### src/rtl/mult_div_unit.sv
// Iterative MIPS multiply/divide unit with architectural HI/LO registers.
// Define MDU_DIV_EN to include the restoring divider and DIV/DIVU support.
module mult_div_unit #(
    parameter int BIT_WIDTH = 32,
    parameter int CNT_WIDTH = $clog2(BIT_WIDTH)
) (
    input  logic                 clk_i,
    input  logic                 rst_ni,
    input  logic                 start_i,
    input  logic [2:0]           op_i,
    input  logic [BIT_WIDTH-1:0] operandA_i,
    input  logic [BIT_WIDTH-1:0] operandB_i,
    output logic [BIT_WIDTH-1:0] hi_o,
    output logic [BIT_WIDTH-1:0] lo_o,
    output logic                 busy_o,
    output logic                 done_o,
    output logic                 divByZero_o
);
    localparam int W = BIT_WIDTH;
    localparam logic [2:0] OP_MULT = 3'b000;
    localparam logic [2:0] OP_DIV  = 3'b010;
    localparam logic [2:0] OP_MTHI = 3'b100;
    localparam logic [2:0] OP_MTLO = 3'b101;

    typedef enum logic [1:0] {IDLE, CALC, FIXUP} state_t;

    state_t               state_q, state_d;
    logic [CNT_WIDTH-1:0] cnt_q, cnt_d;
    logic [2*W-1:0]       acc_q, acc_d;
    logic [W-1:0]         opnd_q, opnd_d;
    logic [W-1:0]         hi_q, hi_d, lo_q, lo_d;
    logic                 busy_q, busy_d, done_q, done_d, negRes_q, negRes_d;

    logic                 isSigned, signA, signB, launch;
    logic [W-1:0]         absA, absB;
    logic [W:0]           mulSum;
    logic [2*W-1:0]       mulNext, product;

`ifdef MDU_DIV_EN
    logic                 isDiv_q, isDiv_d, negRem_q, negRem_d;
    logic                 zeroDiv_q, zeroDiv_d, dbz_q, dbz_d;
    logic [W-1:0]         aRaw_q, aRaw_d;
    logic [W:0]           remShift;
    logic                 divGe;
    logic [W-1:0]         remDiff, remNew, quo, rem;
    logic [2*W-1:0]       divNext;

    assign launch = (op_i[2] == 1'b0);
`else
    assign launch = (op_i[2:1] == 2'b00);
`endif

    // Signed ops run on magnitudes; the signs are reapplied in FIXUP.
    assign isSigned = (op_i == OP_MULT) || (op_i == OP_DIV);
    assign signA    = isSigned & operandA_i[W-1];
    assign signB    = isSigned & operandB_i[W-1];
    assign absA     = signA ? -operandA_i : operandA_i;
    assign absB     = signB ? -operandB_i : operandB_i;

    assign mulSum   = {1'b0, acc_q[2*W-1:W]} + {1'b0, (acc_q[0] ? opnd_q : {W{1'b0}})};
    assign mulNext  = {mulSum, acc_q[W-1:1]};
    assign product  = negRes_q ? -acc_q : acc_q;

`ifdef MDU_DIV_EN
    // Restoring step: remainder in the upper half, quotient shifts into the lower half.
    assign remShift = {acc_q[2*W-1:W], acc_q[W-1]};
    assign divGe    = remShift >= {1'b0, opnd_q};
    assign remDiff  = remShift[W-1:0] - opnd_q;
    assign remNew   = divGe ? remDiff : remShift[W-1:0];
    assign divNext  = {remNew, acc_q[W-2:0], divGe};
    assign quo      = negRes_q ? -acc_q[W-1:0] : acc_q[W-1:0];
    assign rem      = negRem_q ? -acc_q[2*W-1:W] : acc_q[2*W-1:W];
    assign divByZero_o = dbz_q;
`else
    assign divByZero_o = 1'b0;
`endif

    always_comb begin
        state_d  = state_q;
        cnt_d    = cnt_q;
        acc_d    = acc_q;
        opnd_d   = opnd_q;
        hi_d     = hi_q;
        lo_d     = lo_q;
        busy_d   = busy_q;
        done_d   = 1'b0;
        negRes_d = negRes_q;
`ifdef MDU_DIV_EN
        isDiv_d   = isDiv_q;
        negRem_d  = negRem_q;
        zeroDiv_d = zeroDiv_q;
        aRaw_d    = aRaw_q;
        dbz_d     = 1'b0;
`endif
        case (state_q)
            IDLE: begin
                if (start_i && launch) begin
                    acc_d    = {{W{1'b0}}, absA};
                    opnd_d   = absB;
                    negRes_d = signA ^ signB;
                    cnt_d    = CNT_WIDTH'(W - 1);
                    busy_d   = 1'b1;
                    state_d  = CALC;
`ifdef MDU_DIV_EN
                    isDiv_d   = op_i[1];
                    negRem_d  = signA;
                    zeroDiv_d = (operandB_i == {W{1'b0}});
                    aRaw_d    = operandA_i;
`endif
                end else if (start_i && op_i == OP_MTHI) begin
                    hi_d = operandA_i;
                end else if (start_i && op_i == OP_MTLO) begin
                    lo_d = operandA_i;
                end
            end
            CALC: begin
`ifdef MDU_DIV_EN
                acc_d = isDiv_q ? divNext : mulNext;
`else
                acc_d = mulNext;
`endif
                if (cnt_q == '0) begin
                    state_d = FIXUP;
                end else begin
                    cnt_d = cnt_q - 1'b1;
                end
            end
            FIXUP: begin
                hi_d = product[2*W-1:W];
                lo_d = product[W-1:0];
`ifdef MDU_DIV_EN
                if (isDiv_q && zeroDiv_q) begin
                    hi_d  = aRaw_q;
                    lo_d  = {W{1'b1}};
                    dbz_d = 1'b1;
                end else if (isDiv_q) begin
                    hi_d = rem;
                    lo_d = quo;
                end
`endif
                busy_d  = 1'b0;
                done_d  = 1'b1;
                state_d = IDLE;
            end
            default: state_d = IDLE;
        endcase
    end

    always_ff @(posedge clk_i or negedge rst_ni) begin
        if (!rst_ni) begin
            state_q  <= IDLE;
            cnt_q    <= '0;
            acc_q    <= '0;
            opnd_q   <= '0;
            hi_q     <= '0;
            lo_q     <= '0;
            busy_q   <= 1'b0;
            done_q   <= 1'b0;
            negRes_q <= 1'b0;
`ifdef MDU_DIV_EN
            isDiv_q   <= 1'b0;
            negRem_q  <= 1'b0;
            zeroDiv_q <= 1'b0;
            aRaw_q    <= '0;
            dbz_q     <= 1'b0;
`endif
        end else begin
            state_q  <= state_d;
            cnt_q    <= cnt_d;
            acc_q    <= acc_d;
            opnd_q   <= opnd_d;
            hi_q     <= hi_d;
            lo_q     <= lo_d;
            busy_q   <= busy_d;
            done_q   <= done_d;
            negRes_q <= negRes_d;
`ifdef MDU_DIV_EN
            isDiv_q   <= isDiv_d;
            negRem_q  <= negRem_d;
            zeroDiv_q <= zeroDiv_d;
            aRaw_q    <= aRaw_d;
            dbz_q     <= dbz_d;
`endif
        end
    end

    assign hi_o   = hi_q;
    assign lo_o   = lo_q;
    assign busy_o = busy_q;
    assign done_o = done_q;
endmodule

### config.mk
export PLATFORM = sky130hd
export DESIGN_NAME = mult_div_unit
export DESIGN_NICKNAME = d
export VERILOG_FILES = /design/src/rtl/mult_div_unit.sv
export SDC_FILE = /design/constraint.sdc
export NUM_CORES = 1
export LEC_CHECK = 0
export CORE_MARGIN = 8
export CORE_UTILIZATION = 50
export DETAILED_ROUTE_END_ITERATION = 6
export PLACE_DENSITY_LB_ADDON = 0.15
export SLEW_MARGIN = 25
export SYNTH_ARGS = -nofsm -noshare
export SYNTH_HDL_FRONTEND = slang
export SYNTH_SLANG_ARGS = --single-unit
### constraint.sdc
create_clock -name clk_i -period 3.59 [get_ports clk_i]
set_clock_uncertainty 0.2 [all_clocks]
set_input_delay 0.359 -clock clk_i [delete_from_list [all_inputs] [get_ports clk_i]]
set_output_delay 0.359 -clock clk_i [all_outputs]
set_load 0.1 [all_outputs]
==> metrics, run 1 <==
Mapped Nets=1471; Fin Setup TNS=0 ps; num rows=55; Post-synth EDFFs=0; syn_area_per_cell=8.52 um2; Cells after Synth=1363; Switching Share=52.7%; fin cells=1786; post-route cell area=0.0141 mm2; sequential area share after synthesis=36.6%; crit path from=acc_q[33]; root buffer cell=clkbuf_16; Yosys top cell by area=dfrtp_1; Mapped Area=0.0116 mm2; Tmin final=3350 ps; Area Overhead vs Synth=21.2%; Layout Nets=1596; DP Area=0.0135 mm2; Final setup viols=0; final worst setup slack=244 ps; Residual DRC=0; Tot Pwr=12.9 mW; Via density=6.07; crit path DAT=3480 ps; vias in the first global route=10600; status=complete, no violations; Reg-to-Reg End=hi_o[20]; Pins Over Slew Limit=0; dpl ws=115 ps; Placer Congestion=0.933; global router's overall resource usage=25.5%; Clk pwr share=14.8%; core box area=0.0227 mm2; Post-synth top cells=dfrtp_1, o21ai_0, nand2_1, nor2_1, a21oi_1; RSZ-0062 raised after global routing=no; Initial Util=51.1%; Reg power frac=29.3%; drt first pass iters=7; worst skew pair latency=420 ps; clk sinks=170; cell-internal power=6.09 mW; Vias=10800; routed len/inst=20.2 um; Reg-to-Reg Start=acc_q[33]; maximum vdd drop=0.627 mV; crit path to=hi_o[20]; # diodes=0; library cells used by synthesis=72; max_slew headroom=33.5%; dpl cells=1753; HP Class=reg2reg; critical path class=reg2reg; first-pass GRT wire length=58.1 mm; Total Routed Length=36.1 mm; antenna-violating nets left=0; die width=168 um; total die area=0.0284 mm2; reg-to-reg setup timing slack=240 ps; CTS tree=built; Max H-tree Level=4; critical path data required time=3730 ps; antenna violations before repair=1; Post-CTS Setup Inserts=0; Main synth FF type=dfrtp_1; Max Freq=0.299 GHz; fin util=62.0%; Yosys reg bits=170; Net Sw Power=6.79 mW; Area contributors post-synth=dfrtp_1, o21ai_0, xor2_1; Syn. warnings=0; period utilization=93.2%; DP HPWL=27.7 mm; Port-buffer cells=135; Fin. Hold Viols=0; top cell type's share of synthesized area=36.6%; Max clock buf depth=2; Comb power frac=55.8%; initial drt markers=843; CP Capture Type=flop; clock slew at reported path FFs=70 ps; layout cell share with drive strength beyond 1=8.19%; Die Y=168 um; P per Cell Area=915 mW/mm2; total grt overflow=0; startpoint types=flop; largest net degree at the start of global routing=71; ys async rst share=100%; Worst-Margin Slew=994 ps; Leakage=5.72 nW; crit-path max FO=7; most common cell in the netlist=dfrtp_1; CTS buffer count=17; max_cap viols=0; I/O pin count=137; worst reg2reg path depth=7; Worst Hold Slack=274 ps
==> layout by cell type, fill, tap and decap left out, types with 12 or more instances in the layout <==
cell type | netlist | final
o21ai_0 | 148 | 148
clkbuf_16 | 0 | 17
nor2_1 | 91 | 90
a22oi_1 | 38 | 38
or4_1 | 14 | 13
o41ai_1 | 18 | 18
a21oi_1 | 85 | 85
nor3_1 | 33 | 33
nor4_1 | 14 | 14
nand2_1 | 128 | 128
xnor2_1 | 58 | 58
mux2i_1 | 24 | 24
ha_1 | 37 | 37
inv_1 | 27 | 27
nand3_1 | 40 | 40
and2_1 | 39 | 39
o31ai_1 | 34 | 34
clkdlybuf4s50_1 | 0 | 134
buf_4 | 1 | 52
a211oi_1 | 12 | 12
nor2b_1 | 14 | 13
dfrtp_1 | 170 | 169
or3_1 | 14 | 14
o22ai_1 | 20 | 20
xor2_1 | 68 | 68
a21o_1 | 18 | 18
==> final cells by class <==
class / count / area (um2)
Timing Repair Buffer: 191 / 1810
Inverter: 27 / 101
Tap cell: 285 / 357
Sequential cell: 170 / 4260
Clock inverter: 13 / 156
Clock buffer: 19 / 453
Multi-Input combinational cell: 1081 / 6940
Fill cell: 2030 / 8640
==> worst max-delay path: stages, from the launching register on <==
cell      delay, ps
dfrtp_1         450
or4_4           580
or4_4           440
or3_4           360
or3_1           540
o311ai_2        310
o41ai_1         140
a211oi_2        230
==> logic make-up after synthesis <==
family,share of synthesized area [%]
AND/OR/NAND/NOR,19.3
other,0.0323
buffers and inverters,3.74
XOR/XNOR,9.51
flip-flops,36.6
adder cells (fa/ha/maj),4.16
multiplexers,2.26
AO/OA/AOI/OAI,24.3
==> how the worst min path moves through the flow <==
stage	startpoint	to	slack, ps	cells past startpoint
3_3_place_gp	rst_ni	lo_o[27]	190	1
5_1_grt	opnd_q[29]	opnd_q[29]	300	2
6_report	opnd_q[29]	opnd_q[29]	270	2
3_5_place_dp	rst_ni	lo_o[27]	190	1
4_1_cts	opnd_q[29]	opnd_q[29]	280	2
2_1_floorplan	rst_ni	acc_q[0]	-140	0
==> power by group through the flow <==
| stage | Clock, mW | Sequential [mW] | Combinational (mW) |
|---|---|---|---|
| 4_1_cts | 1.94 | 3.75 | 7.19 |
| 3_5_place_dp | 0 | 3.79 | 7.16 |
| 3_3_place_gp | 0 | 3.76 | 7.09 |
| 2_1_floorplan | 0 | 6.05 | 2.84 |
| 5_1_grt | 2.02 | 3.90 | 7.70 |
| 6_report | 1.91 | 3.77 | 7.19 |
==> state kept, by name, summed over array words and instances, names as in the netlist <==
signal,cells
acc_q,64
hi_o,32
lo_o,32
opnd_q,32
cnt_q,5
state_q,2
busy_o,1
done_o,1
negRes_q,1
==> per-layer routing <==
metal  vias up  global-route usage [%]  share of wire [%]
met5         -                       0                  0
met4         0                    11.5                4.4
met3        74                    4.12                5.8
met2       373                    41.7                 46
met1      5145                    32.8                 44
li1       5241                       -                  -
==> what timing repair did <==
action | 4_1_cts | 5_1_grt
hold buffers | 1 | 0
resized for setup | 0 | 1
hold endpoints to repair | 68 | 0
endpoints found under the setup margin | 0 | 5
Power figures use the tool's default switching activity.
==> inputs of run 2 (changes only) <==
--- a/config.mk
+++ b/config.mk
@@ -7,6 +7,7 @@
 export LEC_CHECK = 0
 export CORE_MARGIN = 8
 export CORE_UTILIZATION = 50
+export CTS_CLUSTER_SIZE = 10
 export DETAILED_ROUTE_END_ITERATION = 6
 export PLACE_DENSITY_LB_ADDON = 0.15
 export SLEW_MARGIN = 25
==> results of run 2 <==
Final layout, timing and power as in run 1 (identical DEF).
==> variant: new RTL, config.mk and constraints of run 2 <==
The parameter `BIT_WIDTH` goes from 32 to 16.
--- a/src/rtl/mult_div_unit.sv
+++ b/src/rtl/mult_div_unit.sv
@@ -1,7 +1,7 @@
 // Iterative MIPS multiply/divide unit with architectural HI/LO registers.
 // Define MDU_DIV_EN to include the restoring divider and DIV/DIVU support.
 module mult_div_unit #(
-    parameter int BIT_WIDTH = 32,
+    parameter int BIT_WIDTH = 16,
     parameter int CNT_WIDTH = $clog2(BIT_WIDTH)
 ) (
     input  logic                 clk_i,
Ports: changed (resized hi_o, lo_o, operandA_i and operandB_i); port bits go from 137 to 73. No check against the original RTL was run, so the function may have changed too.
==> variant against run 2 <==
Clock power is 54% lower. Total power is 50% lower. Utilization is 1.2 points lower. Wire length is 55% lower. First-iteration DRC count is 39% lower. Setup slack better by 0.47 ns. Synthesized area is 50% lower. Sequential cell count is 81 lower. Cell area is 51% lower. Non-clock buffer count is 106 lower. Largest cell class unchanged. Largest power group unchanged.
==> variant: results (changes against run 2) <==
[cts]
clk_latency_ns = 0.34  ; -0.08 ns
numCtsBuffers = 9  ; -8
htree_levels = 3  ; -1

[yosys]
synthCells = 668  ; -51%
synth-compound-area-share_pct = 22.08  ; -2.3 points
synth_common_cells = 89 x dfrtp_1, 79 x nand2_1, 70 x o21ai_0, 45 x nor2_1, 32 x clkbuf_1
synth-xor-area-share_pct = 8.008  ; -1.5 points
synth_cell_types = 57  ; -21%
synth_mux_area_share_pct = 2.461  ; +0.20 points
synth.yosys.seq_area_share_pct = 38.42  ; +1.8 points

[critical_path]
cpPeakStageDelay_ns = 0.46  ; -0.12 ns
path_delay_family = compound AO/OA/AOI/OAI gates
reg2reg_from = acc_q[0]
worst-path-max-fanout = 12  ; +5
crit_path_end = acc_q[31]
cp_data_arrival_time_ns = 2.90  ; -0.58 ns

[place]
portBuffers = 71  ; -47%
place_hpwl_mm = 12.18  ; -56%
placed_area_mm2 = 0.006628  ; -51%
dp_slack_ns = 0.7349  ; +0.6196 ns

[routing]
viasPerCell = 6.174  ; +1.8%
routedWlPerCell_um = 18.55  ; -8.2%

[grt]
grt_pass1_wl_mm = 26.07  ; -55%
grt_max_degree = 61  ; -14%
antenna_found_initial = 0  ; -1
grtUsageTotal_pct = 21.69  ; -3.8 points
grt_pass1_vias = 4968  ; -53%

[final_layout]
fillers = 1022  ; -50%
instances_no_fill = 873  ; -51%
largest_reg_flops = 32  ; -50%

[sta]
slew_headroom_pct = 33.35  ; -0.15 points
setup_slack_ns = 0.7118  ; +0.4674 ns

[power_and_ir_drop]
peakVddDrop_uv = 723.7  ; +15%
p_leak_uw = 0.002966  ; -48%

[run_status]
status = complete, no violations

## variant: routing by layer
| layer | wire length (µm) | global-route usage, % | share of wire (%) |
|---|---|---|---|
| met3 | 1353 | 4.624 | 8.4 |
| met4 | 547 | 10.91 | 3.4 |
| met1 | 6958 | 28.75 | 43 |
| met5 | 0 | 0 | 0 |
| met2 | 7337 | 32.94 | 45 |
## variant: area by class of cell
class,count,area share [%]
multi-input cells,519,48.26
flip-flops and latches,89,32.26
well taps,143,2.592
inverters,23,1.250
clock buffers,14,3.824
repair buffers,85,11.82
## variant: where the power goes
| group | switching [µW] | total (µW) | internal, µW |
|---|---|---|---|
| combinational | 2590 | 3700 | 1110 |
| clock | 374 | 875 | 501 |
| sequential | 450 | 1910 | 1460 |
| total | 3410 | 6490 | 3070 |
## variant: worst min-delay path: stages, from the launching register on
cell	delay, ns
dfrtp_1	0.34
nand2_1	0.04
o21ai_0	0.06
